### src/rtl/addsub_pkg.sv
// ---------------------------------------------------------------------------
// addsub_pkg
//
// Purpose : shared definitions for the pipelined carry-select adder/subtractor
//           (csel_addsub_pipe) and its carry-select building block.
//
// Contents:
//   MODE_ADD / MODE_SUB / MODE_ABSDIFF - operation encodings on the 2-bit mode
//                                        port (2'b11 decodes as subtract)
//   stage1Ctrl_t                       - width-independent control payload
//                                        carried from stage 1 to stage 2
//   cfgOk()                            - geometry check used at elaboration
// ---------------------------------------------------------------------------
package addsub_pkg;

  localparam logic [1:0] MODE_ADD     = 2'b00;
  localparam logic [1:0] MODE_SUB     = 2'b01;
  localparam logic [1:0] MODE_ABSDIFF = 2'b10;

  // Control half of the stage-1 payload. The wide sum candidates live in
  // separate registers because their width follows the WIDTH parameter.
  //   mode - operation of this beat
  //   aMsb - sign bit of operand A
  //   bMsb - sign bit of the effective (possibly inverted) operand B
  //   cLo  - carry out of the low half, selects the high-half candidate
  typedef struct packed {
    logic [1:0] mode;
    logic       aMsb;
    logic       bMsb;
    logic       cLo;
  } stage1Ctrl_t;

  // The datapath splits the operands into whole BLOCK-wide slices and needs
  // at least one slice in each half.
  function automatic bit cfgOk(input int width, input int block);
    return (block > 0) && ((width % block) == 0) && (width >= 2 * block);
  endfunction

endpackage

### src/rtl/csel_block.sv
// ---------------------------------------------------------------------------
// csel_block
//
// Purpose : one carry-select slice. Adds two BLOCK-bit values twice, once
//           assuming carry-in 0 and once assuming carry-in 1, so the real
//           carry only has to pick a result instead of rippling through.
//
// Ports:
//   a_i, b_i    in  [BLOCK-1:0]  slice operands
//   sum0_o      out [BLOCK-1:0]  sum with carry-in 0
//   c0_o        out              carry-out with carry-in 0
//   sum1_o      out [BLOCK-1:0]  sum with carry-in 1
//   c1_o        out              carry-out with carry-in 1
// ---------------------------------------------------------------------------
module csel_block #(
  parameter int BLOCK = 4
) (
  input  logic [BLOCK-1:0] a_i,
  input  logic [BLOCK-1:0] b_i,
  output logic [BLOCK-1:0] sum0_o,
  output logic             c0_o,
  output logic [BLOCK-1:0] sum1_o,
  output logic             c1_o
);

  logic [BLOCK:0] aExt;
  logic [BLOCK:0] bExt;

  assign aExt = {1'b0, a_i};
  assign bExt = {1'b0, b_i};

  // Both candidates are produced unconditionally; the caller chooses.
  assign {c0_o, sum0_o} = aExt + bExt;
  assign {c1_o, sum1_o} = aExt + bExt + (BLOCK+1)'(1);

endmodule

### src/rtl/csel_addsub_pipe.sv
// ---------------------------------------------------------------------------
// csel_addsub_pipe
//
// Purpose : two-stage pipelined carry-select adder / subtractor / absolute
//           difference unit with a valid/ready handshake on both sides.
//           Stage 1 resolves the low half and both high-half candidates,
//           stage 2 selects the high half and forms result and flags.
//
// Parameters:
//   WIDTH - operand/result width (multiple of BLOCK, at least 2*BLOCK)
//   BLOCK - carry-select slice width
//
// Ports:
//   clk        in               rising-edge clock
//   rst        in               synchronous active-high reset
//   in_valid   in               operand beat valid
//   in_ready   out              beat can be accepted this cycle
//   a, b       in  [WIDTH-1:0]  operands
//   c_in       in               ADD carry-in / SUB borrow-in / ignored ABSDIFF
//   mode       in  [1:0]        00 ADD, 01 SUB, 10 ABSDIFF, 11 SUB
//   out_valid  out              result beat valid
//   out_ready  in               consumer takes the result
//   result     out [WIDTH-1:0]  sum, difference or magnitude
//   c_out      out              ADD carry, SUB no-borrow, ABSDIFF 0
//   ovf        out              signed overflow (ADD/SUB), 0 for ABSDIFF
//   neg        out              ADD/SUB result MSB, ABSDIFF a < b
//
// Build option:
//   CSEL_ADDSUB_SAT_EN - when defined, ADD/SUB results that overflow clamp to
//                        the signed max/min matching the operand sign.
// ---------------------------------------------------------------------------
module csel_addsub_pipe
  import addsub_pkg::*;
#(
  parameter int WIDTH = 16,
  parameter int BLOCK = 4
) (
  input  logic             clk,
  input  logic             rst,
  input  logic             in_valid,
  output logic             in_ready,
  input  logic [WIDTH-1:0] a,
  input  logic [WIDTH-1:0] b,
  input  logic             c_in,
  input  logic [1:0]       mode,
  output logic             out_valid,
  input  logic             out_ready,
  output logic [WIDTH-1:0] result,
  output logic             c_out,
  output logic             ovf,
  output logic             neg
);

  localparam int NB     = WIDTH / BLOCK;
  localparam int NLO    = NB / 2;
  localparam int NHI    = NB - NLO;
  localparam int LOW_W  = NLO * BLOCK;
  localparam int HIGH_W = WIDTH - LOW_W;

  if (!cfgOk(WIDTH, BLOCK)) begin : gBadCfg
    $error("csel_addsub_pipe: WIDTH must be a multiple of BLOCK and >= 2*BLOCK");
  end

  // ---------------------------------------------------------------------
  // Handshake
  // ---------------------------------------------------------------------
  logic v1_q;
  logic v2_q;
  logic adv1;
  logic adv2;

  // A stage may advance when it is empty or its successor is advancing, so
  // a full pipe with a ready consumer still takes a new beat every cycle.
  assign adv2     = ~v2_q | out_ready;
  assign adv1     = ~v1_q | adv2;
  assign in_ready = adv1;

  // ---------------------------------------------------------------------
  // Stage 1: operand conditioning
  // ---------------------------------------------------------------------
  logic [WIDTH-1:0] bEff;
  logic             cinEff;

  // Subtraction is a + ~b + ~borrow; absolute difference always starts as
  // a - b with no borrow and fixes the sign in stage 2.
  always_comb begin
    bEff   = b;
    cinEff = c_in;
    case (mode)
      MODE_ADD: begin
        bEff   = b;
        cinEff = c_in;
      end
      MODE_ABSDIFF: begin
        bEff   = ~b;
        cinEff = 1'b1;
      end
      default: begin
        bEff   = ~b;
        cinEff = ~c_in;
      end
    endcase
  end

  // ---------------------------------------------------------------------
  // Stage 1: low half, carry selected slice by slice with the real carry
  // ---------------------------------------------------------------------
  logic [NLO:0]     loCarry;
  logic [LOW_W-1:0] loSum;

  assign loCarry[0] = cinEff;

  for (genvar gi = 0; gi < NLO; gi++) begin : gLo
    logic [BLOCK-1:0] s0;
    logic [BLOCK-1:0] s1;
    logic             c0;
    logic             c1;

    csel_block #(.BLOCK(BLOCK)) uBlk (
      .a_i    (a[gi*BLOCK +: BLOCK]),
      .b_i    (bEff[gi*BLOCK +: BLOCK]),
      .sum0_o (s0),
      .c0_o   (c0),
      .sum1_o (s1),
      .c1_o   (c1)
    );

    assign loSum[gi*BLOCK +: BLOCK] = loCarry[gi] ? s1 : s0;
    assign loCarry[gi+1]            = loCarry[gi] ? c1 : c0;
  end

  // ---------------------------------------------------------------------
  // Stage 1: high half, two full candidates (half carry-in 0 and 1), each
  // chained through the slices by carry select
  // ---------------------------------------------------------------------
  logic [NHI:0]      hiCarry0;
  logic [NHI:0]      hiCarry1;
  logic [HIGH_W-1:0] hiSum0;
  logic [HIGH_W-1:0] hiSum1;

  assign hiCarry0[0] = 1'b0;
  assign hiCarry1[0] = 1'b1;

  for (genvar gj = 0; gj < NHI; gj++) begin : gHi
    logic [BLOCK-1:0] s0;
    logic [BLOCK-1:0] s1;
    logic             c0;
    logic             c1;

    csel_block #(.BLOCK(BLOCK)) uBlk (
      .a_i    (a[LOW_W + gj*BLOCK +: BLOCK]),
      .b_i    (bEff[LOW_W + gj*BLOCK +: BLOCK]),
      .sum0_o (s0),
      .c0_o   (c0),
      .sum1_o (s1),
      .c1_o   (c1)
    );

    assign hiSum0[gj*BLOCK +: BLOCK] = hiCarry0[gj] ? s1 : s0;
    assign hiCarry0[gj+1]            = hiCarry0[gj] ? c1 : c0;
    assign hiSum1[gj*BLOCK +: BLOCK] = hiCarry1[gj] ? s1 : s0;
    assign hiCarry1[gj+1]            = hiCarry1[gj] ? c1 : c0;
  end

  // ---------------------------------------------------------------------
  // Stage 1 registers
  // ---------------------------------------------------------------------
  stage1Ctrl_t       ctrl1_d;
  stage1Ctrl_t       ctrl1_q;
  logic [LOW_W-1:0]  loSum_q;
  logic [HIGH_W-1:0] hiSum0_q;
  logic [HIGH_W-1:0] hiSum1_q;
  logic              hiC0_q;
  logic              hiC1_q;

  assign ctrl1_d.mode = mode;
  assign ctrl1_d.aMsb = a[WIDTH-1];
  assign ctrl1_d.bMsb = bEff[WIDTH-1];
  assign ctrl1_d.cLo  = loCarry[NLO];

  // Stage 1 captures a new beat (or a bubble) whenever it may advance.
  always_ff @(posedge clk) begin
    if (rst) begin
      v1_q     <= 1'b0;
      ctrl1_q  <= '0;
      loSum_q  <= '0;
      hiSum0_q <= '0;
      hiSum1_q <= '0;
      hiC0_q   <= 1'b0;
      hiC1_q   <= 1'b0;
    end else if (adv1) begin
      v1_q     <= in_valid;
      ctrl1_q  <= ctrl1_d;
      loSum_q  <= loSum;
      hiSum0_q <= hiSum0;
      hiSum1_q <= hiSum1;
      hiC0_q   <= hiCarry0[NHI];
      hiC1_q   <= hiCarry1[NHI];
    end
  end

  // ---------------------------------------------------------------------
  // Stage 2: final select, flags and absolute-difference correction
  // ---------------------------------------------------------------------
  logic [WIDTH-1:0] rRaw;
  logic             co;
  logic             ovfRaw;
  logic [WIDTH-1:0] result_d;
  logic             cOut_d;
  logic             ovf_d;
  logic             neg_d;

  // For ABSDIFF a missing carry means a < b, so the raw difference is
  // negative and is negated to give the magnitude. With the saturation
  // option, overflowing ADD/SUB results clamp toward the operand sign.
  always_comb begin
    rRaw     = {(ctrl1_q.cLo ? hiSum1_q : hiSum0_q), loSum_q};
    co       = ctrl1_q.cLo ? hiC1_q : hiC0_q;
    ovfRaw   = (ctrl1_q.aMsb == ctrl1_q.bMsb) && (rRaw[WIDTH-1] != ctrl1_q.aMsb);
    result_d = rRaw;
    cOut_d   = co;
    ovf_d    = ovfRaw;
    neg_d    = rRaw[WIDTH-1];
    if (ctrl1_q.mode == MODE_ABSDIFF) begin
      ovf_d    = 1'b0;
      cOut_d   = 1'b0;
      neg_d    = ~co;
      result_d = co ? rRaw : (~rRaw + WIDTH'(1));
    end
`ifdef CSEL_ADDSUB_SAT_EN
    else if (ovfRaw) begin
      result_d = ctrl1_q.aMsb ? {1'b1, {(WIDTH-1){1'b0}}}
                              : {1'b0, {(WIDTH-1){1'b1}}};
      neg_d    = ctrl1_q.aMsb;
    end
`endif
  end

  // ---------------------------------------------------------------------
  // Stage 2 registers (the visible outputs)
  // ---------------------------------------------------------------------
  logic [WIDTH-1:0] result_q;
  logic             cOut_q;
  logic             ovf_q;
  logic             neg_q;

  // Output registers only move when the consumer has taken the current beat
  // or there is none, which keeps a stalled result stable.
  always_ff @(posedge clk) begin
    if (rst) begin
      v2_q     <= 1'b0;
      result_q <= '0;
      cOut_q   <= 1'b0;
      ovf_q    <= 1'b0;
      neg_q    <= 1'b0;
    end else if (adv2) begin
      v2_q     <= v1_q;
      result_q <= result_d;
      cOut_q   <= cOut_d;
      ovf_q    <= ovf_d;
      neg_q    <= neg_d;
    end
  end

  assign out_valid = v2_q;
  assign result    = result_q;
  assign c_out     = cOut_q;
  assign ovf       = ovf_q;
  assign neg       = neg_q;

endmodule

### config.mk
export PLATFORM = sky130hd
export DESIGN_NAME = csel_addsub_pipe
export DESIGN_NICKNAME = d
export VERILOG_FILES = /design/src/rtl/addsub_pkg.sv /design/src/rtl/csel_block.sv /design/src/rtl/csel_addsub_pipe.sv
export SDC_FILE = /design/constraint.sdc
export NUM_CORES = 1
export LEC_CHECK = 0
export BUFFER_PORTS_ARGS = -buffer_cell sky130_fd_sc_hd__buf_2
export CORE_AREA = 5 5 84 86
export CTS_CLUSTER_SIZE = 40
export DETAILED_ROUTE_END_ITERATION = 16
export DIE_AREA = 0 0 89 91
export PLACE_DENSITY_LB_ADDON = 0.3
export SLEW_MARGIN = 20
export SYNTH_ARGS = -nofsm -noshare
export SYNTH_HDL_FRONTEND = slang
export SYNTH_HIERARCHICAL = 1
export SYNTH_SLANG_ARGS = --single-unit
### constraint.sdc
create_clock -name clk -period 9.2 [get_ports clk]
set_clock_uncertainty 0.2 [all_clocks]
set_input_delay 1.84 -clock clk [delete_from_list [all_inputs] [get_ports clk]]
set_output_delay 1.84 -clock clk [all_outputs]
set_load 0.005 [all_outputs]
== Word-level counts from Yosys, hierarchy flattened ==
Cells that the tools add are included.
Storage, ports and cells
  register bits: 52
  bits of input ports: 39
  output and inout port bits: 21
  word-level logic and storage cells: 55
Operators by class
  $add $sub $neg: 9
  equal/unequal tests: 4
  multiplexer cells: 17
  bitwise gates (word level): 8
  reductions and logical operators: 2
Operators with widths (count)
  two-way mux 16 bit: 3
  inverter 16 bit: 2
  adder 4 x 4 -> 5 bit: 4
  adder 5 x 1 -> 5 bit (second input constant): 4
  adder 16 x 1 -> 16 bit (second input constant): 1
  two-way mux 4 bit: 4
  two-way mux 1 bit: 8
  two-way mux 8 bit: 1
  == test 2 bit (second input constant): 2
  inverter 1 bit: 4
  zero test 2 bit: 1
  OR 1 bit: 2
  case mux 1 bit (2 select lines): 1
  == test 1 bit: 1
  logical AND 1 bit: 1
  inequality test 1 bit: 1

== Logic depth before layout (Yosys ltp) ==
  depth after elaboration: 6
  mapped depth: 12
  depth with buffers taken out: 11

== Cells and area by module ==
The synthesis kept the hierarchy.
Modules (own cells, without submodules)
  csel_addsub_pipe: instances 1, cells an instance 318, area an instance 2705.1 um^2, seq. area each 1041.0 um^2
  csel_block: instances 4, cells an instance 20, area an instance 195.2 um^2, seq. area each 0.0 um^2

== Worst setup path before layout ==
No wires, ideal clock.
  path type: input-to-reg
  start: input port mode[0]
  end: register hiC1_q
  setup time: 0.138 ns
  arrival time: 4.625 ns
  data required time: 8.862 ns
  slack: 4.237 ns
  stages on the path: 12
  path buffers: 2
  cells stage by stage: nor2_1 -> buf_2 -> xnor2_1 -> ha_1 -> fa_1 -> ha_1 -> nand3_1 -> mux2_2 -> xnor2_1 -> buf_1 -> mux2i_1 -> a211oi_1
Between the ends
  cells in the longest elaborated chain, start to end: 5
  elaborated cells between the ends (all ways): 7
  those cells by class: add/sub (4); mux (2); reduce/logical (1)
RTL lines
  from (decl): line csel_addsub_pipe.sv:45  | input logic [1:0] mode,
  zero test 2 bit: line csel_addsub_pipe.sv:89  | case (mode)
  two-way mux 16 bit
  named net bEff[8]: line csel_addsub_pipe.sv:81  | logic [WIDTH-1:0] bEff;
  adder 4 x 4 -> 5 bit
  named net gHi[0].s0[1]: line csel_addsub_pipe.sv:145  | logic [BLOCK-1:0] s0;
  adder 5 x 1 -> 5 bit: line csel_block.sv:34  | assign {c1_o, sum1_o} = aExt + bExt + (BLOCK+1)'(1);
  named net gHi[0].c1: line csel_addsub_pipe.sv:148  | logic c1;
  two-way mux 1 bit: line csel_addsub_pipe.sv:162  | assign hiCarry1[gj+1] = hiCarry1[gj] ? c1 : c0;
  to (signal assigned): line csel_addsub_pipe.sv:198  | hiC1_q <= hiCarry1[NHI];
  to (decl): line csel_addsub_pipe.sv:174  | logic hiC1_q;
The timed path passes the listed nets, and every way through them passes these cells.
A chain may end at the register's enable or synchronous reset.

== Final worst setup path ==
  start: input port out_ready
  end: output port in_ready
Between the ends
  cells in the longest elaborated chain, start to end: 2
RTL lines
  from (decl): line csel_addsub_pipe.sv:47  | input logic out_ready,
  OR 1 bit: line csel_addsub_pipe.sv:74  | assign adv2 = ~v2_q | out_ready;
  OR 1 bit: line csel_addsub_pipe.sv:75  | assign adv1 = ~v1_q | adv2;
  to (decl): line csel_addsub_pipe.sv:41  | output logic in_ready,
No other way between the ends.

==> flow_summary.yaml <==
setup_path:
  cp-start-kind: "primary input"
  worstPathRequired_ns: 7.16
  crit_slowest_cell: "nor2b_1"
  cp_cell_sequence: "buf_2, nor2b_1, and2_1, clkinv_1, buf_4, buf_2"
  worst-path-max-fanout: 51
  critPathMaxStageDelay_ns: 0.57
  path_class: "primary input to output port"
  arrival_ns: 3.66
  endpoint_kind: "output port"
  cpMostUsedCell: "buf_2"
  reg2reg_depth: 5
yosys:
  synth_cell_types: 44
  synth_top_area_share_pct: 29.9
  synth_top_family_by_area: "simple AND/OR/NAND/NOR gates"
  synth_area_leader_cell: "dfxtp_1"
  synth-xor-area-share_pct: 12.4
  synth.net_count: 462
  synth_compound_area_share_pct: 15.7
  synth-simple-area-share_pct: 17.8
  ys_ff_latch: 52
  async_flop_share_pct: 0
  synthAdderAreaFrac_pct: 9.83
  ys_seq_area_share_pct: 29.9
  synth_warnings: 6
  syn_area_mm2: 0.00349
  syn_avg_cell_area_um2: 8.76
  synthFlopType: "dfxtp_1"
  synthCells: 398
  synth_mux_area_share_pct: 10.5
  synth-edff-count: 0
  synth_area_leaders: "dfxtp_1, xnor2_1, mux2i_1"
final_layout:
  syn_to_final_growth_pct: 11.4
  final_layout_size_suffix_gt1_share_pct: 20.3
  nets: 506
  diodes: 0
power:
  switchingPower_mw: 0.257
  power_density_mw_per_mm2: 188
  power_frac_comb_pct: 39.5
  p_leak_nw: 1.72
  internal_power_mw: 0.472
  pwr-share-seq_pct: 42.7
  ir_drop_uv: 100
  p_clk_share_pct: 17.8
  swShare_pct: 35.2
hold_path:
  hold_depth: 2
  min_path_type: "flop to flop"
grt:
  antenna_found_initial: 0
  grt_pass1_wl_um: 11400
  grt_max_degree: 54
  grt_overflow: 0
  grt_use_total_pct: 17.1
  grt_pass1_vias: 2609
placed_design:
  place_congestion: 0.824
  port_buffers: 59
  dp_slack_ns: 3.46
  hpwl_um: 5220
clock_tree:
  clock-sinks: 52
  clk_latency_ns: 0.30
  tritoncts: "done"
  hold_buffers: 0
  cts-resized-gates: 0
  post_cts.repair.setup_buffers: 0
  root_buffer: "clkbuf_8"
  clock_path_buffers: 2
  h-tree-depth: 2
  path_clk_slew_ns: 0.09
  cts_buffers: 5
sta:
  fin_crit_ns: 5.70
  finalSetupViolations: 0
  fmax_mhz: 175
  worstMarginPinSlew_ns: 0.910
  slew_headroom_pct: 39.3
  finalCritPeriodShare_pct: 61.9
  hold_violations: 0
  fin_ws_ns: 3.50
  final-max-slew-violation-count: 0
  fin_tns_setup_ns: 0
  rsz0062_at_grt: "false"
detailed_routing:
  vias: 2778
  drcViolationCount: 0
  drtIter0Drc: 71
  dr.pass1.iters: 4
  via_per_inst: 5.34
  avgRoutedWirePerCell_um: 12.9
  routed_wl_um: 6730
  ant_nets: 0
floorplanning:
  start_util_pct: 56.2
  die_w_um: 89
  core_area_mm2: 0.00620
  rows: 29
  ios: 60
  dieArea_mm2: 0.00810
  dieHeight_um: 91
run_status:
  status: "complete, no violations"
run:
  maxCapViolations: 0
## worst paths after layout
kind                        endpoint                    start  slack [ns]
min reg2reg  result[13]$_SDFFE_PP0P_  result[13]$_SDFFE_PP0P_        0.26
max reg2reg   result[3]$_SDFFE_PP0P_  ctrl1_q[0]$_SDFFE_PP0P_        6.43
min          result[13]$_SDFFE_PP0P_  result[13]$_SDFFE_PP0P_        0.26
max                         in_ready                out_ready        3.50
## layout by cell type (no fill, tap or decap), types with 4 or more instances in the layout
master	netlist	final
buf_2	4	59
dfxtp_1	52	52
nor2_1	45	44
xnor2_1	36	36
nand2_1	36	36
mux2i_1	27	27
a211oi_1	27	27
a21oi_1	24	24
ha_1	21	21
nand3_1	13	13
nor3_1	9	9
inv_1	8	8
a21o_1	8	8
nand3b_1	7	7
xor2_1	6	6
clkbuf_8	0	6
o21ai_1	4	4
xor2_2	4	4
a21o_2	4	4
mux2_2	4	4
fa_1	4	4
## worst max-delay path, delay by kind of cell
family	cells	cell delay, ns
buffers and inverters	4	0.72
AND/OR/NAND/NOR	2	1.08
## Yosys cell counts (2+ instances only)
master and instances:
xnor2_1 36, xor2_2 4, mux2_2 4, a211o_1 2, nor2_1 45, buf_1 2, nand2_1 36, dfxtp_1 52
a311oi_1 2, fa_1 4, ha_1 21, nand4_1 3, a21o_1 8, nand2b_1 3, nand3b_1 7, nor4_4 2
inv_1 8, o21ai_1 4, a21oi_1 24, o211ai_1 2, and3_1 2, a21o_2 4, nand3_1 13, nor3_1 9
mux2i_1 27, a21oi_2 3, o21ai_0 2, buf_2 4, xor2_1 6, o31ai_1 3, a211oi_1 27, clkbuf_1 17
## final cells by class
| class | instances | area, µm² |
|---|---|---|
| fillers | 552 | 2320 |
| clock buffers | 8 | 90.1 |
| multi-input cells | 313 | 2310 |
| inverters | 9 | 33.8 |
| flip-flops and latches | 52 | 1040 |
| repair buffers | 61 | 310 |
| well taps | 77 | 96.3 |
## logic make-up (layout without fill, tap and decap cells)
kind of cell | Yosys count | in the layout
AOI/OAI and AO/OA | 81 | 81
xor gates and xnor gates | 46 | 46
adders and majority gates | 25 | 25
buffers and inverters | 33 | 78
DFF | 52 | 52
muxes | 34 | 34
and+or+nand+nor | 127 | 127
## stage by stage
step	hold WS (ns)	utilization [%]	cells	cell area [µm²]	total power, mW
CTS	0.253	62.6	520	3880	0.734
global placement	0.232	61.1	512	3790	0.594
floorplan	0.227	-	398	3490	0.537
global route	0.286	62.6	520	3880	0.782
finish	0.255	62.6	520	3880	0.729
detailed placement	0.242	61.1	512	3790	0.604
## state kept, by name, indices dropped and copies added, names as in the netlist
| register | count |
|---|---|
| ctrl1_q | 5 |
| hiSum1_q | 8 |
| hiC1_q | 1 |
| result | 16 |
| ovf | 1 |
| loSum_q | 8 |
| hiC0_q | 1 |
| out_valid | 1 |
| v1_q | 1 |
| neg | 1 |
| c_out | 1 |
| hiSum0_q | 8 |
## power by group through the flow
| stage | Sequential [mW] | Combinational, mW | Clock (mW) |
|---|---|---|---|
| 6_report | 0.311 | 0.288 | 0.130 |
| 5_1_grt | 0.316 | 0.323 | 0.142 |
| 4_1_cts | 0.311 | 0.291 | 0.132 |
| 3_5_place_dp | 0.316 | 0.288 | 0 |
| 3_3_place_gp | 0.314 | 0.280 | 0 |
| 2_1_floorplan | 0.305 | 0.232 | 0 |
## routing by layer
layer | part of all wire (%) | up-vias | wire [µm] | GRT usage, %
met5 | 0 | - | 0 | 0
met4 | 1.0 | 0 | 70 | 4.47
met3 | 4.5 | 8 | 300 | 3.08
met2 | 46 | 47 | 3130 | 28.2
met1 | 48 | 1243 | 3230 | 22.8
li1 | - | 1480 | - | -
No activity file was read; power rests on OpenSTA's default activity.
